==> src/rtl/seg7_pkg.sv <==
`default_nettype none
// +----------------------------------------------------------------------+
// | seg7_pkg: shared active-low {a,b,c,d,e,f,g} patterns and codes. r1.0 |
// +----------------------------------------------------------------------+
package seg7_pkg;

    localparam logic [6:0] SEG_0     = 7'b0000001;
    localparam logic [6:0] SEG_1     = 7'b1001111;
    localparam logic [6:0] SEG_2     = 7'b0010010;
    localparam logic [6:0] SEG_3     = 7'b0000110;
    localparam logic [6:0] SEG_4     = 7'b1001100;
    localparam logic [6:0] SEG_5     = 7'b0100100;
    localparam logic [6:0] SEG_6     = 7'b0100000;
    localparam logic [6:0] SEG_7     = 7'b0001111;
    localparam logic [6:0] SEG_8     = 7'b0000000;
    localparam logic [6:0] SEG_9     = 7'b0001100;
    localparam logic [6:0] SEG_BLANK = 7'b1111111;

    localparam logic [3:0] CODE_BLANK   = 4'hF;
    localparam logic [3:0] CODE_INVALID = 4'hE;

endpackage
`default_nettype wire

==> src/rtl/seg7_pattern_decode.sv <==
`default_nettype none
// +----------------------------------------------------------------------+
// | seg7_pattern_decode: segment pattern -> 4-bit code lookup. r1.0      |
// +----------------------------------------------------------------------+
module seg7_pattern_decode
    import seg7_pkg::*;
(
    input  logic [6:0] pattern_i,
    output logic [3:0] code_o,
    output logic       invalid_o
);

    always_comb begin
        code_o    = CODE_INVALID;
        invalid_o = 1'b1;
        case (pattern_i)
            SEG_0:     begin code_o = 4'd0;       invalid_o = 1'b0; end
            SEG_1:     begin code_o = 4'd1;       invalid_o = 1'b0; end
            SEG_2:     begin code_o = 4'd2;       invalid_o = 1'b0; end
            SEG_3:     begin code_o = 4'd3;       invalid_o = 1'b0; end
            SEG_4:     begin code_o = 4'd4;       invalid_o = 1'b0; end
            SEG_5:     begin code_o = 4'd5;       invalid_o = 1'b0; end
            SEG_6:     begin code_o = 4'd6;       invalid_o = 1'b0; end
            SEG_7:     begin code_o = 4'd7;       invalid_o = 1'b0; end
            SEG_8:     begin code_o = 4'd8;       invalid_o = 1'b0; end
            SEG_9:     begin code_o = 4'd9;       invalid_o = 1'b0; end
            SEG_BLANK: begin code_o = CODE_BLANK; invalid_o = 1'b0; end
            default:   begin code_o = CODE_INVALID; invalid_o = 1'b1; end
        endcase
    end

endmodule
`default_nettype wire

==> src/rtl/seven_segment_capture.sv <==
`default_nettype none
// +----------------------------------------------------------------------+
// | seven_segment_capture: dwell-filtered reader of a muxed 7-seg bus.   |
// | Revision: r1.0                                                       |
// +----------------------------------------------------------------------+
module seven_segment_capture
    import seg7_pkg::*;
#(
    parameter int NUM_DIGITS     = 4,
    parameter int STABLE_CYCLES  = 16,
    parameter int TIMEOUT_CYCLES = 65536
) (
    input  logic                    clk,
    input  logic                    rst_n,
    input  logic [NUM_DIGITS-1:0]   an,
    input  logic [6:0]              disp,
    output logic [4*NUM_DIGITS-1:0] digits,
    output logic [NUM_DIGITS-1:0]   digit_valid,
    output logic [4*NUM_DIGITS-1:0] frame_digits,
    output logic                    frame_valid,
    output logic                    pattern_err,
    output logic                    conflict_err,
    output logic                    stale
);

    localparam int SW = (NUM_DIGITS > 1) ? $clog2(NUM_DIGITS) : 1;
    localparam int CW = $clog2(STABLE_CYCLES) + 1;
    localparam int TW = $clog2(TIMEOUT_CYCLES + 1);
    localparam logic [CW-1:0] C_CNT_DONE = CW'(STABLE_CYCLES);
    localparam logic [CW-1:0] C_CNT_PRE  = CW'(STABLE_CYCLES - 1);
    localparam logic [TW-1:0] C_IDLE_MAX = TW'(TIMEOUT_CYCLES);

    logic [NUM_DIGITS-1:0]   an_q;
    logic [6:0]              disp_q, prev_disp_q;
    logic [SW-1:0]           prev_slot_q;
    logic                    prev_single_q, prev_conflict_q;
    logic [CW-1:0]           cnt_q, cnt_d;
    logic [TW-1:0]           idle_q, idle_d;
    logic [NUM_DIGITS-1:0]   seen_q, seen_d, valid_q, valid_d;
    logic [4*NUM_DIGITS-1:0] digits_q, digits_d, frame_digits_q, frame_digits_d;
    logic                    frame_valid_q, frame_valid_d;
    logic                    pattern_err_q, pattern_err_d;
    logic                    conflict_err_q, stale_q, stale_d;

    logic          any_low, multi_low, single, conflict, same_pair, commit;
    logic [SW-1:0] slot;
    logic [3:0]    code;
    logic          code_invalid;

    always_comb begin
        any_low   = 1'b0;
        multi_low = 1'b0;
        slot      = '0;
        for (int i = 0; i < NUM_DIGITS; i++) begin
            if (!an_q[i]) begin
                multi_low = multi_low | any_low;
                any_low   = 1'b1;
                slot      = SW'(i);
            end
        end
    end

    assign single    = any_low & ~multi_low;
    assign conflict  = multi_low;
    assign same_pair = prev_single_q && (slot == prev_slot_q) && (disp_q == prev_disp_q);
    // Commit fires only on the S-1 -> S step, so a saturated counter never re-commits.
    assign commit    = single && same_pair && (cnt_q == C_CNT_PRE);

    always_comb begin
        cnt_d = '0;
        if (single) begin
            if (!same_pair)              cnt_d = CW'(1);
            else if (cnt_q == C_CNT_DONE) cnt_d = cnt_q;
            else                          cnt_d = cnt_q + 1'b1;
        end
    end

    seg7_pattern_decode u_decode (
        .pattern_i (disp_q),
        .code_o    (code),
        .invalid_o (code_invalid)
    );

    always_comb begin
        digits_d       = digits_q;
        valid_d        = valid_q;
        seen_d         = seen_q;
        frame_digits_d = frame_digits_q;
        frame_valid_d  = 1'b0;
        pattern_err_d  = 1'b0;
        stale_d        = 1'b0;
        idle_d         = idle_q;
        if (commit) begin
            for (int i = 0; i < NUM_DIGITS; i++) begin
                if (slot == SW'(i)) begin
                    digits_d[4*i +: 4] = code;
                    valid_d[i]         = 1'b1;
                    seen_d[i]          = 1'b1;
                end
            end
            pattern_err_d = code_invalid;
            idle_d        = '0;
            if (&seen_d) begin
                frame_digits_d = digits_d;
                frame_valid_d  = 1'b1;
                seen_d         = '0;
            end
        end else if (idle_q != C_IDLE_MAX) begin
            idle_d = idle_q + 1'b1;
            if (idle_d == C_IDLE_MAX) begin
                stale_d = 1'b1;
                valid_d = '0;
                seen_d  = '0;
            end
        end
    end

    always_ff @(posedge clk or negedge rst_n) begin
        if (!rst_n) begin
            an_q            <= '1;
            disp_q          <= SEG_BLANK;
            prev_disp_q     <= SEG_BLANK;
            prev_slot_q     <= '0;
            prev_single_q   <= 1'b0;
            prev_conflict_q <= 1'b0;
            cnt_q           <= '0;
            idle_q          <= '0;
            seen_q          <= '0;
            valid_q         <= '0;
            digits_q        <= '0;
            frame_digits_q  <= '0;
            frame_valid_q   <= 1'b0;
            pattern_err_q   <= 1'b0;
            conflict_err_q  <= 1'b0;
            stale_q         <= 1'b0;
        end else begin
            an_q            <= an;
            disp_q          <= disp;
            prev_disp_q     <= disp_q;
            prev_slot_q     <= slot;
            prev_single_q   <= single;
            prev_conflict_q <= conflict;
            cnt_q           <= cnt_d;
            idle_q          <= idle_d;
            seen_q          <= seen_d;
            valid_q         <= valid_d;
            digits_q        <= digits_d;
            frame_digits_q  <= frame_digits_d;
            frame_valid_q   <= frame_valid_d;
            pattern_err_q   <= pattern_err_d;
            conflict_err_q  <= conflict & ~prev_conflict_q;
            stale_q         <= stale_d;
        end
    end

    assign digits       = digits_q;
    assign digit_valid  = valid_q;
    assign frame_digits = frame_digits_q;
    assign frame_valid  = frame_valid_q;
    assign pattern_err  = pattern_err_q;
    assign conflict_err = conflict_err_q;
    assign stale        = stale_q;

endmodule
`default_nettype wire
==> config.mk <==
export PLATFORM = sky130hd
export DESIGN_NAME = seven_segment_capture
export DESIGN_NICKNAME = d
export VERILOG_FILES = /design/src/rtl/seg7_pkg.sv /design/src/rtl/seg7_pattern_decode.sv /design/src/rtl/seven_segment_capture.sv
export SDC_FILE = /design/constraint.sdc
export NUM_CORES = 1
export LEC_CHECK = 0
export CORE_MARGIN = 4
export CORE_UTILIZATION = 50
export CTS_CLUSTER_DIAMETER = 200
export DETAILED_ROUTE_END_ITERATION = 7
export DONT_BUFFER_PORTS = 1
export PLACE_DENSITY_LB_ADDON = 0.15
export SETUP_SLACK_MARGIN = 0.2
export SYNTH_ARGS = -nofsm -noshare
export SYNTH_HDL_FRONTEND = slang
export SYNTH_SLANG_ARGS = --single-unit
==> constraint.sdc <==
create_clock -name clk -period 3.25 [get_ports clk]
set_clock_uncertainty 0.15 [all_clocks]
set_input_delay 0.65 -clock clk [delete_from_list [all_inputs] [get_ports clk]]
set_output_delay 0.65 -clock clk [all_outputs]
set_load 0.02 [all_outputs]
==> summary.txt, run 1 <==
==================================================================================
Routed wire length                                                         8.62 mm
Critical Path Sink Type                                                       flop
Net count, final                                                               406
Main synth FF type                                                    sky130_fd_sc_hd__dfrtp_1
Antenna-violating nets left                                                      0
Area growth from synthesis to layout                                         5.94%
Largest net degree at the start of global routing                               89
Sequential area share after synthesis                                        50.8%
Max-Slew Margin vs Limit                                                     51.9%
Initial cell density of the core                                             52.3%
Arr. time, crit path                                                       2.87 ns
Area enclosed by the die boundary                                        10300 µm²
Final std cell area, no fill                                              4640 µm²
Delay of the slowest critical-path stage                                   0.68 ns
Final setup violation count                                                      0
Minimum clock period                                                       2.77 ns
Cell occurring most often along the worst timing path                 sky130_fd_sc_hd__mux2_2
Number of top-level pins                                                        53
Run status                                                            finished, final reports clean
Crit Path Class                                                         reg -> reg
Die span in x                                                               102 µm
Clock sink count                                                                88
Standard-cell row count                                                         33
Number of storage elements in the synthesis netlist                             88
Post-synth top area cell                                              sky130_fd_sc_hd__dfrtp_1
Max FO, Critical Path                                                           13
Final Hold Fails                                                                 0
Launching element type of the critical path                                   flop
Post-route setup TNS                                                          0 ns
Routed length per placed instance                                          17.3 µm
Vias in the first global route                                                2776
Maxcap violations                                                                0
Root buf cell                                                         sky130_fd_sc_hd__clkbuf_8
Syn. warnings                                                                    0
Number of iterations in the first detailed-routing pass                          4
GRT Resource Usage Total                                                     18.0%
Share of final-layout standard cells stronger than drive strength 1          22.6%
Post-CTS Repair Setup Buffers                                                    0
Yosys top cell area share                                                    40.0%
Static leakage                                                          0.00212 µW
Post-synthesis async set-or-reset flop share                                  100%
Library cells used by synthesis                                                 55
CTS tree                                                                      done
Power density over cell area                                            419 nW/µm²
First-pass GRT wire length                                                 14.4 mm
Instance area at placement                                                4430 µm²
Iteration-0 DRC count of the detailed router                                   103
Worst-Margin Slew                                                         0.721 ns
Setup slack at placement                                                  0.483 ns
Total inserted antenna cells                                                     0
Die span in y                                                               102 µm
Number of antenna violations at the first check in global routing                0
Syn_nets                                                                       411
Ordered cell list for the critical path                               or3b_1 -> a211oi_1 -> o221ai_1 -> mux2_2 -> mux2_2
Synthesized area per cell                                                 11.1 µm²
Dominant cells by area after synthesis                                sky130_fd_sc_hd__dfrtp_1 40%, sky130_fd_sc_hd__dfstp_2 11%, sky130_fd_sc_hd__mux2_2 9.5%
Number of flops mapped to enable cells by yosys                                  0
Number of buffers added on ports                                                 0
Number of buffers inserted during clock tree synthesis                           9
Vias per cell                                                                 5.75
Final worst path period share                                                85.3%
Path type of the worst min-delay path                                  in -> async
Worst path required time                                                   3.35 ns
Total of hold buffers inserted after clock tree synthesis                        1
Total of cells resized after clock tree synthesis                                0
DRC violation count after routing                                                0
Overall via count from detail_route                                           2862
Mapped Cells                                                                   393
HPWL after DPL                                                             5.81 mm
Routability congestion estimate from global placement                        0.890
H-tree depth                                                                     3
Grt total ovfl                                                                   0
Critical path's slowest cell                                          sky130_fd_sc_hd__dfstp_2
Maximum resistive drop on vdd                                             0.217 mV
Highest clock rate                                                       0.361 GHz
Clock tree buffer depth                                                          2
Later-pin clock latency in the skew report                                 0.36 ns
PnR worst setup slack                                                     0.478 ns
Final-report max-slew violation count                                            0
Clock Pin Slew Worst Setup and Hold Paths                                  0.09 ns
Netlist area before placement                                             4380 µm²
Unrepaired setup endpoints after global routing                                 no
Placeable core region                                                     8380 µm²
==================================================================================
-- through the flow --
stage	instances	total power, µW	hold WS (ns)	util (%)
floorplan	393	1230	0.203	-
global placement	481	1240	0.209	52.9
detailed placement	481	1240	0.209	52.9
CTS	498	1980	0.0534	55.4
global route	498	2040	0.0633	55.4
finish	498	1940	0.0220	55.4
-- final timing paths --
check                                     start  cells past startpoint               to  slack, ns
worst max-delay path                  disp_q[5]                      5  frame_digits[9]       0.48
worst min-delay path                      rst_n                      1         cnt_q[3]       0.02
worst max register to register        disp_q[5]                      5  frame_digits[9]       0.48
worst min register to register  prev_conflict_q                      1     conflict_err       0.25
max in group asynchronous                 rst_n                      1        disp_q[6]       2.51
min in group clk                        disp[2]                      0        disp_q[2]       0.13
-- layout by cell type, fill, tap and decap left out, drive strengths merged, types with 2 or more instances in the layout --
master	Yosys	final
nand4	12	12
a21o	2	2
o21ai	11	11
a21oi	16	16
dfrtp	70	70
nand2	21	21
xnor2	14	14
a22oi	2	2
o22ai	2	2
buf	10	7
nor2b	3	3
and4	4	4
o31ai	2	2
nand3	13	13
dfstp	18	18
o221ai	3	3
mux2	50	50
nor3	12	12
mux2i	3	3
and3	8	8
xor2	14	14
nor4	11	11
nand3b	2	2
and3b	3	3
inv	11	12
ha	5	5
nor3b	3	3
nor2	41	41
clkinv	0	4
clkbuf	13	10
-- cells in the mapped netlist (all sizes together), types with 2 or more instances --
cell,n
a21oi,16
nand3b,2
mux2,50
o221ai,3
nand2,21
o22ai,2
ha,5
dfrtp,70
nand4,12
mux2i,3
and4,4
o21ai,11
nand3,13
xor2,14
buf,10
nor3b,3
a22oi,2
nor2,41
clkbuf,13
xnor2,14
and3,8
a21o,2
nor4,11
nor2b,3
o31ai,2
dfstp,18
and3b,3
inv,11
nor3,12
-- power by group --
part / internal, µW / switching (µW) / total (µW) / leakage (µW)
Sequential: 1120 / 30.2 / 1150 / 0.00114
Clock: 301 / 397 / 699 / 0.0000926
Combinational: 39.5 / 54.1 / 93.6 / 0.000891
-- per-layer routing --
metal / GRT usage [%] / vias to the layer above / share of wire [%]
met4: 5.73 / 0 / 1.1
li1: - / 1385 / -
met1: 24.6 / 1398 / 46
met3: 7.85 / 10 / 8.1
met2: 25.8 / 69 / 44
met5: 0 / - / 0
-- area by class of cell --
cell class / count / area (µm²)
clock buffers: 10 / 138
clock inverters: 6 / 43.8
fillers: 723 / 3740
inverters: 11 / 41.3
multi-input cells: 271 / 1990
flip-flops and latches: 88 / 2220
well taps: 105 / 131
repair buffers: 7 / 72.6
-- sequential cells by signal (all words and copies together), names as in the netlist --
signal	flops
prev_disp_q	7
idle_q	17
prev_single_q	1
prev_slot_q	2
stale	1
conflict_err	1
cnt_q	5
digit_valid	4
frame_digits	16
disp_q	7
seen_q	4
pattern_err	1
prev_conflict_q	1
an_q	4
digits	16
frame_valid	1
-- worst max-delay path: cells and delay by family (launching register included) --
kind             cells  cell delay (ns)
multiplexers         2             0.66
AND/OR/NAND/NOR      1             0.37
AO/OA/AOI/OAI        2             0.81
flip-flops           1             0.68
-- logic make-up after synthesis --
| logic type | after synthesis | synth area share, % |
|---|---|---|
| and+or+nand+nor | 140 | 18.3 |
| DFF | 88 | 50.8 |
| muxes | 53 | 13.6 |
| AOI/OAI and AO/OA | 45 | 6.45 |
| buffers and inverters | 34 | 3.80 |
| xor gates and xnor gates | 28 | 5.60 |
| adders and majority gates | 5 | 1.43 |
Note: power is estimated with default switching activity, not from simulation.
==> inputs of run 2 (changes only) <==
GPL_TIMING_DRIVEN = 0   (was default)
==> run 2 against run 1 <==
Critical path depth rose by 3. Die area unchanged. Critical endpoint is now frame_digits[8]. Non-clock buffer count rose by 18. Fmax shrank 1.2%. Sequential cell count stayed put. Sequential power about the same. First-iteration DRC count increased by 47%.
==> summary.txt, run 2 (synthesis results as in run 1) <==
==================================================================================
Run status                                                            finished, final reports clean
Max-Slew Margin vs Limit                                                     52.0%   +0.12 points
Reg2Reg Setup Slack                                                        0.44 ns   -0.03 ns
First element of the critical path                                       disp_q[4]
Placeable core region                                                     8380 µm²   unchanged
Number of top-level pins                                                        53   unchanged
Die span in y                                                               102 µm   unchanged
Final Hold Fails                                                                 0   unchanged
Vias per cell                                                                 5.80   +1.0%
Power density over cell area                                            438 nW/µm²   +4.5%
Static leakage                                                          0.00219 µW   +3.1%
Vias in the first global route                                                2887   +4.0%
Worst path required time                                                   3.36 ns   about the same
GRT Resource Usage Total                                                     18.5%   +0.47 points
Maxcap violations                                                                0   unchanged
Iteration-0 DRC count of the detailed router                                   151   +47%
Most frequent cells in the layout                                     70 x sky130_fd_sc_hd__dfrtp_1, 40 x sky130_fd_sc_hd__nor2_1, 37 x sky130_fd_sc_hd__mux2_2
Highest clock rate                                                       0.356 GHz   -1.2%
Launching element type of the critical path                                   flop
Area enclosed by the die boundary                                        10300 µm²   unchanged
Path type of the worst min-delay path                                  in -> async
Number of cells after detailed placement                                       498   +3.5%
Share of final-layout standard cells stronger than drive strength 1          23.4%   +0.71 points
CTS tree                                                                      done
Net count, final                                                               424   +4.4%
Number of fill cells in the layout                                             703   -2.8%
Number of flip-flops under the largest register name                            17   unchanged
H-tree depth                                                                     3   unchanged
Initial cell density of the core                                             52.3%   unchanged
Critical path destination                                             frame_digits[8]
Overall via count from detail_route                                           2995   +4.6%
Area growth from synthesis to layout                                         9.17%
Standard-cell row count                                                         33   unchanged
Most common cell after layout, fill and taps aside                    sky130_fd_sc_hd__dfrtp_1
RR Endpoint                                                           frame_digits[8]
Overall Power                                                              2090 µW   +7.7%
Number of buffers added on ports                                                 0   unchanged
Number of iterations in the first detailed-routing pass                          5   +1
Clock Pin Slew Worst Setup and Hold Paths                                  0.10 ns   about the same
Final worst path period share                                                86.3%   +1.0 points
First-pass GRT wire length                                                 14.8 mm   +2.6%
Routed wire length                                                         8.90 mm   +3.2%
Unrepaired setup endpoints after global routing                                 no
Post-route setup TNS                                                          0 ns   unchanged
Minimum clock period                                                       2.81 ns   +0.0333 ns
Clock tree buffer depth                                                          2   unchanged
Max FO, Critical Path                                                           10   -3
Antenna-violating nets left                                                      0   unchanged
Largest net degree at the start of global routing                               89   unchanged
Die span in x                                                               102 µm   unchanged
DRC violation count after routing                                                0   unchanged
Total inserted antenna cells                                                     0   unchanged
Crit Path Class                                                         reg -> reg
Arr. time, crit path                                                       2.91 ns   +0.04 ns
Final setup violation count                                                      0   unchanged
HPWL after DPL                                                             5.97 mm   +2.7%
Maximum resistive drop on vdd                                             0.316 mV   +46%
Grt total ovfl                                                                   0   unchanged
Number of buffers inserted during clock tree synthesis                           9   unchanged
Number of antenna violations at the first check in global routing                0   unchanged
Largest register by flop count                                              idle_q
Root buf cell                                                         sky130_fd_sc_hd__clkbuf_8
Later-pin clock latency in the skew report                                 0.37 ns   about the same
Final-report max-slew violation count                                            0   unchanged
Worst reg-to-reg path cell count                                                 8   +3
Routed length per placed instance                                          17.2 µm   -0.39%
Cell Count, Final, Fillers Out                                                 516   +3.6%
Routability congestion estimate from global placement                        0.868   -2.5%
Critical Path Sink Type                                                       flop
Clock sink count                                                                88   unchanged
Worst-Margin Slew                                                         0.719 ns   -0.00181 ns
Reg-to-reg critical path startpoint                                      disp_q[4]
==================================================================================
run 2: cell count changes in the layout (fill, tap and decap cells not counted), sizes merged:
cell	before	now
buf	7	12
clkinv	4	0
inv	12	17
bufinv	0	1
clkinvlp	1	0
clkbuf	10	22
run 2: through the flow:
stage | hold slack (ns) | cell area (µm²) | worst slack (ns) | util [%]
final | 0.0128 | 4780 | 0.444 | 57.1
after global routing | 0.0358 | 4780 | 0.204 | 57.1
after CTS | 0.0485 | 4780 | 0.285 | 57.0
after detailed placement | 0.207 | 4510 | 0.183 | 53.8
after global placement | 0.205 | 4510 | 0.229 | 53.8
after floorplan | 0.203 | 4380 | 0.816 | -
run 2: layer usage:
layer  GRT usage, %  share of wire [%]  vias to the layer above
met4           3.68                1.0                        0
met3           7.64                7.6                       11
met5              0                  0                        -
met1           25.8                 46                     1471
li1               -                  -                     1427
met2           27.3                 45                       86
run 2: layout make-up:
class | instances | area (µm²) | area share, %
plain buffers | 23 | 125 | 2.62
clock buffers | 9 | 124 | 2.59
clock inverters | 7 | 92.6 | 1.94
inverters | 11 | 41.3 | 0.863
multi-input cells | 271 | 2000 | 41.7
flip-flops and latches | 88 | 2220 | 46.5
well taps | 105 | 131 | 2.75
repair buffers | 2 | 47.5 | 0.994
run 2: critical path, cell delays in order, from the launching register on:
cell                       delay [ns]
sky130_fd_sc_hd__dfstp_2         0.54
sky130_fd_sc_hd__clkbuf_1        0.27
sky130_fd_sc_hd__xor2_1          0.13
sky130_fd_sc_hd__nor4_2          0.36
sky130_fd_sc_hd__and3_1          0.27
sky130_fd_sc_hd__nand2_1         0.16
sky130_fd_sc_hd__nor3_2          0.24
sky130_fd_sc_hd__buf_4           0.23
sky130_fd_sc_hd__mux2_2          0.36
run 2: worst min path at each step:
stage / from / endpoint / slack [ns] / cells after the start
after detailed placement: rst_n / conflict_err / 0.21 / 0
final: rst_n / cnt_q[4] / 0.01 / 1
after CTS: rst_n / idle_q[9] / 0.05 / 1
after global routing: rst_n / pattern_err / 0.04 / 1
after global placement: rst_n / cnt_q[2] / 0.21 / 0
after floorplan: rst_n / cnt_q[0] / 0.20 / 0
run 2: what timing repair did:
action,4_1_cts,5_1_grt
pin swaps,1,0
hold buffers,1,0
gates resized for setup,0,1
setup endpoints to repair,22,40
setup buffers,1,0
endpoints found under the hold margin,88,0
run 2: report_power, final:
group	total [µW]	leakage, µW	switching, µW	internal, µW
registers	1140	0.00114	14.4	1120
logic	117	0.000938	73.5	43.7
clock network	841	0.000112	458	383
